<file path="config.mk">
export PLATFORM = sky130hd
export DESIGN_NAME = wb_sequencer
export DESIGN_NICKNAME = d
export VERILOG_FILES = /design/src/rtl/wb_sequencer.sv
export SDC_FILE = /design/constraint.sdc
export NUM_CORES = 1
export LEC_CHECK = 0
export CAP_MARGIN = 15
export CORE_ASPECT_RATIO = 0.8
export CORE_UTILIZATION = 38
export DETAILED_ROUTE_END_ITERATION = 6
export GPL_ROUTABILITY_DRIVEN = 0
export GPL_TIMING_DRIVEN = 0
export PLACE_DENSITY = 0.78
export SLEW_MARGIN = 20
export SYNTH_ARGS = -nofsm -noshare
export SYNTH_HDL_FRONTEND = slang
export SYNTH_SLANG_ARGS = --single-unit
</file>
<file path="constraint.sdc">
create_clock -name clk -period 2 [get_ports clk]
set_clock_uncertainty 0.05 [all_clocks]
set_input_delay 0.2 -clock clk [delete_from_list [all_inputs] [get_ports clk]]
set_output_delay 0.2 -clock clk [all_outputs]
set_load 0.01 [all_outputs]
</file>
<file path="src/rtl/wb_sequencer.sv">
// Write-back sequencer: drives regdst/reg_write/wb_src/sp_op for RT/RD/JAL/ALT, PUSH and POP.
// Optional stack-bounds check in IDLE is enabled by defining WB_SP_CHECK_EN.
module wb_sequencer #(
    parameter int MEM_LAT = 1
) (
    input  logic        clk,
    input  logic        reset,
    input  logic        wb_req,
    input  logic [2:0]  wb_op,
    input  logic [31:0] sp_value,
    output logic [2:0]  regdst_sel,
    output logic        reg_write,
    output logic [1:0]  wb_src,
    output logic [1:0]  sp_op,
    output logic        mem_read,
    output logic        mem_write,
    output logic        busy,
    output logic        done,
    output logic        err
);

    typedef enum logic [2:0] {
        S_IDLE, S_WB, S_PUSH_DEC, S_PUSH_MEM,
        S_POP_RD, S_POP_WB, S_POP_INC, S_FAIL
    } state_t;

    localparam logic [2:0] OP_RT   = 3'b000;
    localparam logic [2:0] OP_RD   = 3'b001;
    localparam logic [2:0] OP_JAL  = 3'b010;
    localparam logic [2:0] OP_ALT  = 3'b011;
    localparam logic [2:0] OP_PUSH = 3'b100;
    localparam logic [2:0] OP_POP  = 3'b101;
    localparam logic [2:0] LAT_M1  = 3'(MEM_LAT - 1);

    state_t     r_state;
    logic [2:0] r_op;
    logic [2:0] r_cnt;

    state_t     w_nxt_state;
    logic [2:0] w_nxt_op;
    logic [2:0] w_nxt_cnt;
    logic       w_push_bad;
    logic       w_pop_bad;

    logic [2:0] w_regdst;
    logic       w_rw;
    logic [1:0] w_src;
    logic [1:0] w_spop;
    logic       w_mr;
    logic       w_mw;
    logic       w_done;
    logic       w_err;

`ifdef WB_SP_CHECK_EN
    assign w_push_bad = sp_value < 32'd4;
    assign w_pop_bad  = sp_value > 32'hFFFF_FFFB;
`else
    logic w_sp_unused;
    assign w_sp_unused = ^sp_value;
    assign w_push_bad  = 1'b0;
    assign w_pop_bad   = 1'b0;
`endif

    always_comb begin
        w_nxt_state = r_state;
        w_nxt_op    = r_op;
        w_nxt_cnt   = r_cnt;
        case (r_state)
            S_IDLE: begin
                if (wb_req) begin
                    w_nxt_op = wb_op;
                    case (wb_op)
                        OP_RT, OP_RD, OP_JAL, OP_ALT: w_nxt_state = S_WB;
                        OP_PUSH: w_nxt_state = w_push_bad ? S_FAIL : S_PUSH_DEC;
                        OP_POP: begin
                            if (w_pop_bad) begin
                                w_nxt_state = S_FAIL;
                            end else begin
                                w_nxt_state = S_POP_RD;
                                w_nxt_cnt   = LAT_M1;
                            end
                        end
                        default: w_nxt_state = S_FAIL;
                    endcase
                end
            end
            S_PUSH_DEC: w_nxt_state = S_PUSH_MEM;
            S_POP_RD: begin
                // Counter stops at zero; the transition out replaces the decrement.
                if (r_cnt == 3'd0) w_nxt_state = S_POP_WB;
                else w_nxt_cnt = r_cnt - 3'd1;
            end
            S_POP_WB: w_nxt_state = S_POP_INC;
            default:  w_nxt_state = S_IDLE;
        endcase
    end

    // Outputs are decoded from the next state so they register with it.
    always_comb begin
        w_regdst = 3'b000;
        w_rw     = 1'b0;
        w_src    = 2'b00;
        w_spop   = 2'b00;
        w_mr     = 1'b0;
        w_mw     = 1'b0;
        w_done   = 1'b0;
        w_err    = 1'b0;
        case (w_nxt_state)
            S_WB: begin
                w_rw   = 1'b1;
                w_done = 1'b1;
                case (w_nxt_op)
                    OP_RD:   w_regdst = 3'b001;
                    OP_ALT:  w_regdst = 3'b011;
                    OP_JAL: begin
                        w_regdst = 3'b100;
                        w_src    = 2'b10;
                    end
                    default: w_regdst = 3'b000;
                endcase
            end
            S_PUSH_DEC: begin
                w_regdst = 3'b010;
                w_spop   = 2'b01;
                w_rw     = 1'b1;
            end
            S_PUSH_MEM: begin
                w_mw   = 1'b1;
                w_done = 1'b1;
            end
            S_POP_RD: w_mr = 1'b1;
            S_POP_WB: begin
                w_src = 2'b01;
                w_rw  = 1'b1;
            end
            S_POP_INC: begin
                w_regdst = 3'b010;
                w_spop   = 2'b10;
                w_rw     = 1'b1;
                w_done   = 1'b1;
            end
            S_FAIL: begin
                w_done = 1'b1;
                w_err  = 1'b1;
            end
            default: ;
        endcase
    end

    always_ff @(posedge clk) begin
        if (!reset) begin
            r_state    <= S_IDLE;
            r_op       <= 3'b000;
            r_cnt      <= 3'b000;
            regdst_sel <= 3'b000;
            reg_write  <= 1'b0;
            wb_src     <= 2'b00;
            sp_op      <= 2'b00;
            mem_read   <= 1'b0;
            mem_write  <= 1'b0;
            busy       <= 1'b0;
            done       <= 1'b0;
            err        <= 1'b0;
        end else begin
            r_state    <= w_nxt_state;
            r_op       <= w_nxt_op;
            r_cnt      <= w_nxt_cnt;
            regdst_sel <= w_regdst;
            reg_write  <= w_rw;
            wb_src     <= w_src;
            sp_op      <= w_spop;
            mem_read   <= w_mr;
            mem_write  <= w_mw;
            busy       <= (w_nxt_state != S_IDLE);
            done       <= w_done;
            err        <= w_err;
        end
    end

endmodule

</file>
==> metrics <==
status=finished clean; Layout area overhead=26.9%; Setup Total Neg Slack=0 ps; ys flop type=dfxtp_1; crit end category=flop; CTS resizes=0; RSZ-0062 raised after global routing=no; fin crit share=89.3%; max incr delay on CP=370 ps; WL per Instance=11.2 um; GRT Total Usage=14.8%; Worst path depth=7; H-tree depth=1; I/O Pins=51; Min-Delay Path Class=flop to flop; First DRT Iteration DRCs=18; worst setup path startpoint=r_cnt[0]$_SDFFE_PN0P_; gr ovfl total=0; Worst R2R Path Depth=7; sequential-to-total area share from yosys stat=43.9%; clock latency on the worst-skew pair=300 ps; Yosys top cell area share=43.9%; Slew @ Worst Pin=497 ps; clk buf depth=2; final setup vio count=0; initial antenna violation count=0; met1 usage=18.8%; Chip Height=46.9 um; Worst-path clk slew=110 ps; starting density of the core=42.1%; DRT Pass-1 Iters=5; final instance area=1210 um^2; post-route ant nets=0; fraction of layout instances using a drive strength above 1=14.5%; number of clock sinks=21; GR Util met3=5.79%; CP Launch Type=flop; Crit path max-delay family=compound AO/OA/AOI/OAI gates; # rows=15; Fill cells=220; Via-to-Cell Ratio=4.74; CTS root buffer=clkbuf_4; GR met2 Demand/Resource=23.7%; Detailed Place HPWL=1.33 mm; Pins Over Slew Limit=0; peak supply drop=0.506 mV; MaxCap Viol Count=0; die width=58.1 um; largest net degree at the start of global routing=13; Hold Violations, Final=0; I/O Buffers=18; CP cell instances=inv_1, ha_1, and4bb_2, a21oi_1, a2bb2oi_2, o21ai_0, and3_1; Setup CP Type=flop to flop; Finished Layout Cells=158; Leak=0.465 nW; routed vias=749; DR DRC count=0; die area=2720 um^2; synthesized area=957 um^2; Syn. warnings=0; Tmin final=1790 ps; Yosys cell types=32; Post-Syn Nets=141; total wire length=1.77 mm; Worst slew margin=66.7%; area leader, netlist=dfxtp_1; critical path fanouts, max=3; power per cell area=730 nW/um^2; crit path to=done$_SDFF_PN0_; Synth Instances=101; CTS tree=done; setup ws final=214 ps; reg2reg end=done$_SDFF_PN0_; Critical Path Slowest Stage Cell=dfxtp_1; largest cells by area after synthesis=dfxtp_1 44%, mux2i_1 4.2%, nor2_1 3.9%, nor2b_1 3.9%, a21oi_1 2.6%; CP required=2160 ps; number of global-route vias before repair=657; first-pass GRT wire length=2.92 mm; final net count=165; Peak Freq=0.560 GHz; Post-synth ARST share=0%; Reg2Reg Setup Slack=210 ps; Diodes inserted=0; TritonCTS buffer count=3; WHS Path Cells=2; #FFs+latches synth=21; post-place setup slack=62.0 ps; dpl cells=153; Crit path buffers/inverters=1; number of flops mapped to enable cells by yosys=0; core area=2270 um^2; CP arrival=1940 ps; GRT busiest layer=met2; Reg-to-Reg Start=r_cnt[0]$_SDFFE_PN0P_; Power, Total=0.887 mW; Placement Cell Area=1180 um^2; Avg Cell Area, Syn=9.48 um^2
cell families (layout without fill, tap and decap cells):
group	count (synthesis)	count (layout)	synth area share, %
compound gates	16	16	11.2
xor+xnor	1	1	0.915
mux	4	4	4.18
fa+ha+maj	2	2	2.61
buf+inv	10	33	6.27
simple gates	47	47	30.8
flops	21	21	43.9
sequential cells by signal, summed over array words and instances (netlist names):
name and flops:
r_cnt 3, r_op 3, r_state 3, regdst_sel 3, sp_op 2, busy 1, done 1, err 1
mem_read 1, mem_write 1, reg_write 1, wb_src 1
stage by stage:
| stage | hold slack (ps) | utilization [%] |
|---|---|---|
| floorplan | 266 | - |
| global placement | 443 | 52.0 |
| detailed placement | 462 | 52.0 |
| CTS | 494 | 53.2 |
| global route | 543 | 53.5 |
| finish | 491 | 53.5 |
cell usage in the layout (no fill, tap or decap), drive strengths merged, types with 2 or more instances in the layout:
master and instances:
nor3 2, nand3 4, clkbuf 4, clkdlybuf4s50 18, nor2 10, nor3b 3, nand2 5, inv 5
ha 2, buf 5, a21oi 5, and3 2, nand2b 5, and2 4, dfxtp 21, mux2i 4
o21ai 6, nor2b 8
tightest hold or removal path: stages, from the launching register on:
cell     delay, ps
dfxtp_1        350
a21oi_1         60
nor2b_1        100
synthesized netlist by cell type (2+ instances only):
library cell,instances
dfxtp_1,21
nor2_1,10
nor2b_1,6
a21oi_1,5
inv_1,5
nand2_1,5
o21ai_0,5
and2_1,4
mux2i_1,4
nand2b_1,4
nand3_1,4
and3_1,2
buf_4,2
buf_6,2
ha_1,2
nor2b_2,2
nor3_1,2
nor3b_1,2
worst min path at each step:
stage	from	endpoint	slack, ps
after detailed placement	r_cnt[1]$_SDFFE_PN0P_	r_cnt[1]$_SDFFE_PN0P_	460
after global routing	wb_op[1]	err$_SDFF_PN0_	540
after CTS	r_cnt[1]$_SDFFE_PN0P_	r_cnt[1]$_SDFFE_PN0P_	490
after global placement	r_cnt[1]$_SDFFE_PN0P_	r_cnt[1]$_SDFFE_PN0P_	440
final	r_cnt[1]$_SDFFE_PN0P_	r_cnt[1]$_SDFFE_PN0P_	490
after floorplan	reset	r_state[0]$_SDFF_PN0_	270
area by class of cell:
cell class	instances	area, um^2	share of cell area (%)
sequential	21	420	34.6
buffer	5	41.3	3.40
tap	34	42.5	3.50
clock buffer	3	22.5	1.85
multi-input combinational	70	477	39.2
timing repair buffer	19	188	15.4
clock inverter	1	5.00	0.412
inverter	5	18.8	1.54
layer usage:
layer / routed length [um] / share of wire (%)
met3: 103 / 5.8
met1: 878 / 50
met5: 0 / 0
met2: 776 / 44
met4: 14 / 0.79
repair_timing:
item	4_1_cts	5_1_grt
hold buffers	0	0
endpoints found under the setup margin	0	2
buffers inserted	0	1
report_power, final:
part	leakage, nW	switching (mW)	total [mW]	internal, mW
clock	0.0177	0.124	0.199	0.0747
combinational	0.276	0.109	0.228	0.120
sequential	0.171	0.0111	0.459	0.448
total	0.465	0.244	0.887	0.643
No activity file was read; power rests on OpenSTA's default activity.
